**config.mk**
```make
export PLATFORM = sky130hd
export DESIGN_NAME = multicycle_control_fsm_flat
export DESIGN_NICKNAME = d
export VERILOG_FILES = /design/src/rtl/multicycle_control_fsm_if.sv /design/src/rtl/multicycle_control_fsm.sv /design/src/flat_wrapper.sv
export SDC_FILE = /design/constraint.sdc
export NUM_CORES = 1
export LEC_CHECK = 0
export ABC_AREA = 1
export CORE_AREA = 2 2 44 46
export DETAILED_ROUTE_END_ITERATION = 7
export DIE_AREA = 0 0 46 48
export PLACE_DENSITY_LB_ADDON = 0.08
export SLEW_MARGIN = 40
export SYNTH_ARGS = -nofsm -noshare
export SYNTH_HDL_FRONTEND = slang
export SYNTH_SLANG_ARGS = --single-unit
```
**constraint.sdc**
```tcl
create_clock -name clk -period 1.4 [get_ports clk]
set_input_delay 0.14 -clock clk [delete_from_list [all_inputs] [get_ports clk]]
set_output_delay 0.14 -clock clk [all_outputs]
set_load 0.01 [all_outputs]
```
**src/rtl/multicycle_control_fsm_if.sv**
```systemverilog
// Memory-port handshake between the multicycle controller and the shared memory.
// The controller is the master: it raises mem_req and the memory answers with mem_ready.
interface multicycle_control_fsm_if;
    logic mem_req;
    logic mem_write;
    logic adr_src;
    logic mem_ready;

    modport master (
        output mem_req,
        output mem_write,
        output adr_src,
        input  mem_ready
    );

    modport slave (
        input  mem_req,
        input  mem_write,
        input  adr_src,
        output mem_ready
    );
endinterface

```
**src/rtl/multicycle_control_fsm.sv**
```systemverilog
// Main controller of the multicycle RV32 core: sequences fetch/decode/execute on the shared datapath.
// Build option ILLEGAL_TRAP_EN: illegal instructions park in TRAP with illegal=1 instead of acting as NOP.
module multicycle_control_fsm #(
    parameter int ALUCTRL_W = 3
) (
    input  logic                     clk,
    input  logic                     reset_n,
    multicycle_control_fsm_if.master mem,
    input  logic [6:0]               op,
    input  logic [2:0]               funct3,
    input  logic                     funct7b5,
    input  logic                     zero,
    output logic                     ir_write,
    output logic                     pc_write,
    output logic                     reg_write,
    output logic [1:0]               alu_src_a,
    output logic [1:0]               alu_src_b,
    output logic [1:0]               result_src,
    output logic [1:0]               imm_src,
    output logic [ALUCTRL_W-1:0]     alucontrol,
    output logic                     illegal
);
    localparam logic [6:0] OP_LOAD   = 7'b0000011;
    localparam logic [6:0] OP_STORE  = 7'b0100011;
    localparam logic [6:0] OP_R      = 7'b0110011;
    localparam logic [6:0] OP_I      = 7'b0010011;
    localparam logic [6:0] OP_JAL    = 7'b1101111;
    localparam logic [6:0] OP_BRANCH = 7'b1100011;

    localparam logic [ALUCTRL_W-1:0] ALU_ADD = ALUCTRL_W'(0);
    localparam logic [ALUCTRL_W-1:0] ALU_SUB = ALUCTRL_W'(1);
    localparam logic [ALUCTRL_W-1:0] ALU_AND = ALUCTRL_W'(2);
    localparam logic [ALUCTRL_W-1:0] ALU_OR  = ALUCTRL_W'(3);

    typedef enum logic [3:0] {
        FETCH, DECODE, MEMADR, MEMREAD, MEMWB, MEMWRITE,
        EXEC_R, EXEC_I, ALUWB, JAL, BRANCH, TRAP
    } state_t;

`ifdef ILLEGAL_TRAP_EN
    localparam state_t ILL_DEST = TRAP;
`else
    localparam state_t ILL_DEST = FETCH;
`endif

    state_t state;
    state_t state_nxt;

    function automatic logic alu_funct3_ok(input logic [2:0] f3);
        return (f3 == 3'b000) || (f3 == 3'b110) || (f3 == 3'b111);
    endfunction

    function automatic logic [ALUCTRL_W-1:0] alu_op(input logic [2:0] f3, input logic sub_sel);
        case (f3)
            3'b111:  return ALU_AND;
            3'b110:  return ALU_OR;
            3'b000:  return sub_sel ? ALU_SUB : ALU_ADD;
            default: return ALU_ADD;
        endcase
    endfunction

    always_ff @(posedge clk) begin
        if (!reset_n) state <= FETCH;
        else          state <= state_nxt;
    end

    always_comb begin
        state_nxt     = state;
        mem.mem_req   = 1'b0;
        mem.mem_write = 1'b0;
        mem.adr_src   = 1'b0;
        ir_write      = 1'b0;
        pc_write      = 1'b0;
        reg_write     = 1'b0;
        alu_src_a     = 2'b00;
        alu_src_b     = 2'b00;
        result_src    = 2'b00;
        alucontrol    = ALU_ADD;
        illegal       = 1'b0;

        case (op)
            OP_STORE:  imm_src = 2'b01;
            OP_BRANCH: imm_src = 2'b10;
            OP_JAL:    imm_src = 2'b11;
            default:   imm_src = 2'b00;
        endcase

        case (state)
            FETCH: begin
                mem.mem_req = 1'b1;
                alu_src_b   = 2'b10;
                result_src  = 2'b10;
                ir_write    = mem.mem_ready;
                pc_write    = mem.mem_ready;
                if (mem.mem_ready) state_nxt = DECODE;
            end
            DECODE: begin
                // ALU-out captures the branch target while the opcode is resolved
                alu_src_a = 2'b01;
                alu_src_b = 2'b01;
                case (op)
                    OP_LOAD, OP_STORE: state_nxt = MEMADR;
                    OP_R:              state_nxt = alu_funct3_ok(funct3) ? EXEC_R : ILL_DEST;
                    OP_I:              state_nxt = alu_funct3_ok(funct3) ? EXEC_I : ILL_DEST;
                    OP_JAL:            state_nxt = JAL;
                    OP_BRANCH:         state_nxt = (funct3[2:1] == 2'b00) ? BRANCH : ILL_DEST;
                    default:           state_nxt = ILL_DEST;
                endcase
            end
            MEMADR: begin
                alu_src_a = 2'b10;
                alu_src_b = 2'b01;
                state_nxt = op[5] ? MEMWRITE : MEMREAD;
            end
            MEMREAD: begin
                mem.mem_req = 1'b1;
                mem.adr_src = 1'b1;
                if (mem.mem_ready) state_nxt = MEMWB;
            end
            MEMWB: begin
                result_src = 2'b01;
                reg_write  = 1'b1;
                state_nxt  = FETCH;
            end
            MEMWRITE: begin
                mem.mem_req   = 1'b1;
                mem.mem_write = 1'b1;
                mem.adr_src   = 1'b1;
                if (mem.mem_ready) state_nxt = FETCH;
            end
            EXEC_R: begin
                alu_src_a  = 2'b10;
                alucontrol = alu_op(funct3, op[5] & funct7b5);
                state_nxt  = ALUWB;
            end
            EXEC_I: begin
                alu_src_a  = 2'b10;
                alu_src_b  = 2'b01;
                alucontrol = alu_op(funct3, op[5] & funct7b5);
                state_nxt  = ALUWB;
            end
            ALUWB: begin
                reg_write = 1'b1;
                state_nxt = FETCH;
            end
            JAL: begin
                // PC takes the target held in ALU-out while the ALU forms oldPC+4 for rd
                alu_src_a = 2'b01;
                alu_src_b = 2'b10;
                pc_write  = 1'b1;
                state_nxt = ALUWB;
            end
            BRANCH: begin
                alu_src_a  = 2'b10;
                alucontrol = ALU_SUB;
                pc_write   = funct3[0] ? ~zero : zero;
                state_nxt  = FETCH;
            end
            TRAP: begin
`ifdef ILLEGAL_TRAP_EN
                illegal = 1'b1;
`endif
                state_nxt = TRAP;
            end
            default: state_nxt = FETCH;
        endcase

        // Reset silences every strobe and select in the same cycle, even mid-access
        if (!reset_n) begin
            mem.mem_req   = 1'b0;
            mem.mem_write = 1'b0;
            mem.adr_src   = 1'b0;
            ir_write      = 1'b0;
            pc_write      = 1'b0;
            reg_write     = 1'b0;
            alu_src_a     = 2'b00;
            alu_src_b     = 2'b00;
            result_src    = 2'b00;
            imm_src       = 2'b00;
            alucontrol    = ALU_ADD;
            illegal       = 1'b0;
        end
    end
endmodule

```
**src/flat_wrapper.sv**
```systemverilog
// flat-port wrapper written by rule: the top's interface ports become plain ports
module multicycle_control_fsm_flat 
#(
    parameter int ALUCTRL_W = 3
)
  (clk, reset_n, op, funct3, funct7b5, zero, ir_write, pc_write, reg_write, alu_src_a, alu_src_b, result_src, imm_src, alucontrol, illegal, mem_mem_req, mem_mem_write, mem_adr_src, mem_mem_ready);
  multicycle_control_fsm_if mem_i ();
  input  logic clk;
  input  logic reset_n;
  input  logic [6:0] op;
  input  logic [2:0] funct3;
  input  logic funct7b5;
  input  logic zero;
  output logic ir_write;
  output logic pc_write;
  output logic reg_write;
  output logic [1:0] alu_src_a;
  output logic [1:0] alu_src_b;
  output logic [1:0] result_src;
  output logic [1:0] imm_src;
  output logic [ALUCTRL_W-1:0] alucontrol;
  output logic illegal;
  output wire logic [$bits(mem_i.mem_req)-1:0] mem_mem_req;
  output wire logic [$bits(mem_i.mem_write)-1:0] mem_mem_write;
  output wire logic [$bits(mem_i.adr_src)-1:0] mem_adr_src;
  input wire logic [$bits(mem_i.mem_ready)-1:0] mem_mem_ready;
  assign mem_mem_req = mem_i.mem_req;
  assign mem_mem_write = mem_i.mem_write;
  assign mem_adr_src = mem_i.adr_src;
  assign mem_i.mem_ready = mem_mem_ready;
  multicycle_control_fsm #(.ALUCTRL_W(ALUCTRL_W)) u_core (.clk(clk), .reset_n(reset_n), .mem(mem_i), .op(op), .funct3(funct3), .funct7b5(funct7b5), .zero(zero), .ir_write(ir_write), .pc_write(pc_write), .reg_write(reg_write), .alu_src_a(alu_src_a), .alu_src_b(alu_src_b), .result_src(result_src), .imm_src(imm_src), .alucontrol(alucontrol), .illegal(illegal));
endmodule
```
* Yosys cells after proc, flatten, opt, wreduce, memory -nomap -nowiden
Cells that the tools add are included.
W data, S select, Z words.
** Word-level totals
- Word-level logic and storage cells :: 75
- Bits of input ports :: 15
- Output and inout port bits :: 18
- Bits in registers :: 4
** Cells by class
- Multiplexer cells :: 34
- Equal/unequal tests :: 22
- Bitwise operators :: 2
- Reductions and logical operators :: 16
** Operators with widths (count)
- $pmux W4 S7 :: 1
- $pmux W4 S5 :: 1
- $eq A4 B3 Y1 const B :: 4
- $eq A4 B4 Y1 const B :: 4
- $mux W4 :: 4
- $eq A7 B6 Y1 const B :: 2
- $eq A7 B7 Y1 const B :: 2
- $mux W1 :: 13
- $mux W3 :: 4
- $pmux W2 S2 :: 3
- $reduce_or A2 Y1 :: 6
- $pmux W3 S3 :: 1
- $reduce_or A3 Y1 :: 3
- $eq A4 B2 Y1 const B :: 2
- $mux W2 :: 4
- $eq A7 B2 Y1 const B :: 1
- $eq A7 B5 Y1 const B :: 1
- $eq A3 B3 Y1 const B :: 2
- $ne A2 B2 Y1 const B :: 3
- $pmux W2 S3 :: 1
- $pmux W3 S2 :: 1
- $eq A4 B1 Y1 const B :: 1
- $logic_not A4 Y1 :: 1
- $reduce_or A4 Y1 :: 1
- other kinds (7) :: 8

* Logic depth before layout (Yosys ltp)
Gate-level depths: netlist (run 1).
- Depth in word-level cells :: 6
- Gate-level depth with buffers :: 10
- Gate-level depth less buffers :: 10

* Worst setup path before layout (run 1)
Ideal clock, no wire load.
- Path type :: flip-flop to output port
- Start point :: reg u_core.state[2]
- End point :: out alucontrol[1]
- Path slack :: 201 ps
- Required time :: 1260 ps
- Buffers on the path :: 0
- Arrival time :: 1059 ps
- Stages on the path, launching flop included :: 7
- Cells stage by stage :: dfxtp_1 -> inv_1 -> nor2_2 -> inv_2 -> nor2_1 -> inv_2 -> nor3_1
** On the way
- Cells in the longest elaborated chain, start to end :: 4
- Elaborated cells on any way between the ends :: 6
- Classes of those cells :: 3 x eq/ne; 2 x mux; 1 x reduce/logical
** Ends and longest elaborated chain
- start: declaration :: RTL line multicycle_control_fsm.sv:46 : state_t state;
- start signal: assignment :: RTL line multicycle_control_fsm.sv:64 : else state <= state_nxt;
- $eq A4 B3 Y1
- $reduce_or A2 Y1 (no line)
- $pmux W3 S2 * :: RTL line multicycle_control_fsm.sv:88 : case (state)
- $mux W3 * :: RTL line multicycle_control_fsm.sv:169 : if (!reset_n) begin
- end: declaration :: RTL line flat_wrapper.sv:21 : output logic [ALUCTRL_W-1:0] alucontrol;
Mark *: on every way between the ends. The rest lies on a longest branch, timed or not.

* Final worst setup path (run 1)
- Start point :: reg u_core.state[3]
- End point :: out alu_src_b[0]
** On the way
- Cells in the longest elaborated chain, start to end :: 4
- Elaborated cells on any way between the ends :: 9
- Classes of those cells :: 4 x eq/ne; 2 x mux; 3 x reduce/logical
** Ends and longest elaborated chain
- $eq A4 B2 Y1, or another cell as far along :: RTL line multicycle_control_fsm.sv:88
- $reduce_or A3 Y1 (no line) / $reduce_or A2 Y1 (equally long branches)
- $pmux W2 S2 * :: RTL line multicycle_control_fsm.sv:88
- $mux W2 * :: RTL line multicycle_control_fsm.sv:169
- end: declaration :: RTL line flat_wrapper.sv:18 : output logic [1:0] alu_src_b;
Marked as above.

==> results of run 1 <==
## critical path, delay by kind of cell (launching register included)
kind / cells / cell delay [ns]
flops: 1 / 0.36
compound gates: 2 / 0.14
buf+inv: 4 / 0.29
simple gates: 2 / 0.26
## layout make-up
class                      instances  area, um2
clock buffer                       3      22.52
fill                             137      370.4
inverter                          27      108.9
multi-input combinational         88      535.5
sequential                         4      95.09
tap                               17      21.27
timing repair buffer              70      535.5
## power groups by stage
stage	registers (mW)	clock network (mW)	logic, mW
after global routing	0.122	0.179	0.273
final	0.121	0.163	0.254
after floorplan	0.125	0	0.0924
after detailed placement	0.124	0	0.234
after CTS	0.118	0.162	0.227
after global placement	0.124	0	0.232
## cells in the final DEF (no fill, tap or decap), types with 2 or more instances in the layout
| cell type | n |
|---|---|
| sky130_fd_sc_hd__nor2_2 | 4 |
| sky130_fd_sc_hd__clkbuf_4 | 3 |
| sky130_fd_sc_hd__inv_4 | 2 |
| sky130_fd_sc_hd__a31oi_1 | 3 |
| sky130_fd_sc_hd__nand3_1 | 4 |
| sky130_fd_sc_hd__buf_6 | 4 |
| sky130_fd_sc_hd__conb_1 | 2 |
| sky130_fd_sc_hd__nand2_2 | 6 |
| sky130_fd_sc_hd__nand3_2 | 3 |
| sky130_fd_sc_hd__nand2_4 | 3 |
| sky130_fd_sc_hd__inv_1 | 12 |
| sky130_fd_sc_hd__a21oi_1 | 7 |
| sky130_fd_sc_hd__nor2_1 | 14 |
| sky130_fd_sc_hd__clkdlybuf4s50_1 | 6 |
| sky130_fd_sc_hd__dlygate4sd2_1 | 6 |
| sky130_fd_sc_hd__nor2_4 | 9 |
| sky130_fd_sc_hd__dlymetal6s2s_1 | 2 |
| sky130_fd_sc_hd__nor3_2 | 2 |
| sky130_fd_sc_hd__dfxtp_4 | 4 |
| sky130_fd_sc_hd__buf_2 | 14 |
| sky130_fd_sc_hd__clkinv_2 | 2 |
| sky130_fd_sc_hd__a21oi_2 | 2 |
| sky130_fd_sc_hd__nand2_1 | 20 |
| sky130_fd_sc_hd__inv_2 | 11 |
| sky130_fd_sc_hd__o21ai_1 | 3 |
| sky130_fd_sc_hd__buf_4 | 37 |
## worst paths after layout
check / start / endpoint / slack [ns]
max: u_core.state[3] / alu_src_b[0] / -0.06
min: op[6] / u_core.state[2] / 0.50
max reg2reg: u_core.state[2] / u_core.state[3] / 0.03
min reg2reg: u_core.state[0] / u_core.state[0] / 0.65
## per-layer routing
layer | global-route usage (%) | share of wire, % | up-vias
met3 | 6.038 | 4.5 | 6
met4 | 3.429 | 2.7 | 0
met5 | 0 | 0 | -
met2 | 41.94 | 51 | 27
li1 | - | - | 513
met1 | 27.21 | 41 | 452
## cell families after synthesis
group	Yosys count	synth area share, %
AND/OR/NAND/NOR	66	47.84
buffers and inverters	30	19.92
AO/OA/AOI/OAI	19	17.04
flip-flops	4	13.14
XOR/XNOR	1	1.438
other	1	0.6154
## through the flow
step,area [um2],hold WS (ns)
after floorplan,613.1,0.2376
after global placement,1141,0.6074
after detailed placement,1141,0.6139
after CTS,1197,0.5275
after global routing,1319,0.5520
final,1319,0.5048
## timing repair
action	4_1_cts	5_1_grt
setup endpoints to repair	16	18
gates resized for setup	103	26
buffers inserted	4	6
pin swaps	8	12
endpoints found under the hold margin	0	0
==> run metrics, run 1 <==
run status=finished with violations; violations in the final reports=setup timing; VDD IR-drop max=310.5 uV; final period utilization=104.4%; Layout Nets=roughly 210; Synth area leader=sky130_fd_sc_hd__nand2_1; CTS Root Cell=sky130_fd_sc_hd__clkbuf_4; cell count of the worst reg-to-reg path=10; average size of a mapped cell=5.036 um2; fraction of post-synthesis cell area in the top cell type by area=16.02%; Tot Pwr=about 540 uW; top flip-flop cell by instance count after synthesis=sky130_fd_sc_hd__dfxtp_1; Clock Power Share=a little under a third; number of violations reported at the end of detailed-routing iteration 0=16; most common cell in the netlist=sky130_fd_sc_hd__nand2_1; largest registers=u_core.state (4); worst slack at placement=-0.4246 ns; NetSw=200.1 uW; antenna viol nets, final=0; maximum number of buffers from clock root to sink=2; flop and latch count out of synthesis=4; number of buffers inserted by port buffering=30; top cells by instance count after synthesis=sky130_fd_sc_hd__nand2_1 (26), sky130_fd_sc_hd__nor2_1 (22), sky130_fd_sc_hd__inv_1 (19), sky130_fd_sc_hd__a21oi_1 (9); number of maximum-capacitance violations=0; class of the worst hold path=in -> reg; Util after Layout=about four fifths; element type at the critical path start=register; Area Overhead vs Synth=116.4%; number of cells on the worst hold path=6; hold violation total from the final report=0; clock insertion delay at the later pin of the skew report=around 0.26 ns; Clock transition at path regs=0.04 ns; register bank with the most flops=u_core.state; cell area after synthesis=609.3 um2; crit-path max cell delay=about 0.36 ns; die boundary height=48 um; leakage dissipation=0.7382 nW; WS Path Type=reg -> out; top-level port count=33; fmax=684.1 MHz; Max FO, Critical Path=4; number of failing setup endpoints in the final timing report=6; number of global-route vias before repair=approximately 860; global placement routability congestion=0.8409; vias=approximately 1000; minimum period implied by the final worst setup slack=1.462 ns; clock tree from TritonCTS=yes; FFs w/ async S/R, synth=0%; Fin Setup TNS=-0.2608 ns; Synth cell types=23; H-tree lvl count=1; least setup slack across all paths after layout=-0.06181 ns; pin count of the biggest net entering global routing=13; cell row count=15; detailed placer's ending HPWL=1657 um; power per unit of standard cell area=roughly 400 mW/mm2; effective utilization at floorplan=36.07%; number of antenna violations at the first check in global routing=0; count of synthesis-stage warnings from yosys=0; post-cts hold buffer count=0; global-route wire length before repair=3567 um; All-Layer GR Usage=22.91%; critical path required time=1.26 ns; wirelength, routed=2557 um; nature of the critical path endpoint=output port; number of enable-type register cells in the synthesized netlist=0; final cell count without fillers=209; Die Area=0.002208 mm2; max reg flops=4; mean number of vias per cell=between 4 and 5; Die Width=46 um; part of the total power dissipated in sequential elements=22.5%; setup repair after global routing missed its margin=true; total iterations of the first detailed-routing run=4; DRC violations left=0; average detailed-routed wire length per instance=12.23 um; overall overflow remaining after global route=0; cell breakdown of the critical path=nor2_4 -> inv_2 -> nor2_4 -> inv_2 -> o21ai_1 -> o21ai_1 -> inv_1 -> buf_2; slowest stage cell, crit path=sky130_fd_sc_hd__dfxtp_4; fraction of power spent switching nets=between 30% and 40%; Internal Pwr Total=337.8 uW; layout cell share with drive strength beyond 1=between 50% and 60%; part of the total power dissipated in combinational logic=a little under half; core area=0.001689 mm2; Max Transition Viols Final=0; dpl cells=a little under 200; TritonCTS buffer count=3; number of sinks on the clock net=4; Worst EP arrival=1.32 ns; cells after synthesis=approximately 120; clock tree skew after final layout=0.001716 ns; Area contributors post-synth=sky130_fd_sc_hd__nand2_1 (16%), sky130_fd_sc_hd__nor2_1 (14%), sky130_fd_sc_hd__dfxtp_1 (13%), sky130_fd_sc_hd__inv_1 (12%), sky130_fd_sc_hd__a21oi_1 (7.4%); antenna diode count=0; part of the Yosys area used for sequential elements=13.14%
(Power assumes the default switching activity.)
==> run 2, diff against run 1 <==
--- a/config.mk
+++ b/config.mk
@@ -6,6 +6,7 @@
 export NUM_CORES = 1
 export LEC_CHECK = 0
 export ABC_AREA = 1
+export ABC_CLOCK_PERIOD_IN_PS = 1400
 export CORE_AREA = 2 2 44 46
 export DETAILED_ROUTE_END_ITERATION = 7
 export DIE_AREA = 0 0 46 48
==> results of run 2 <==
Same layout as run 1: the final DEF is identical, and so are final timing and power.
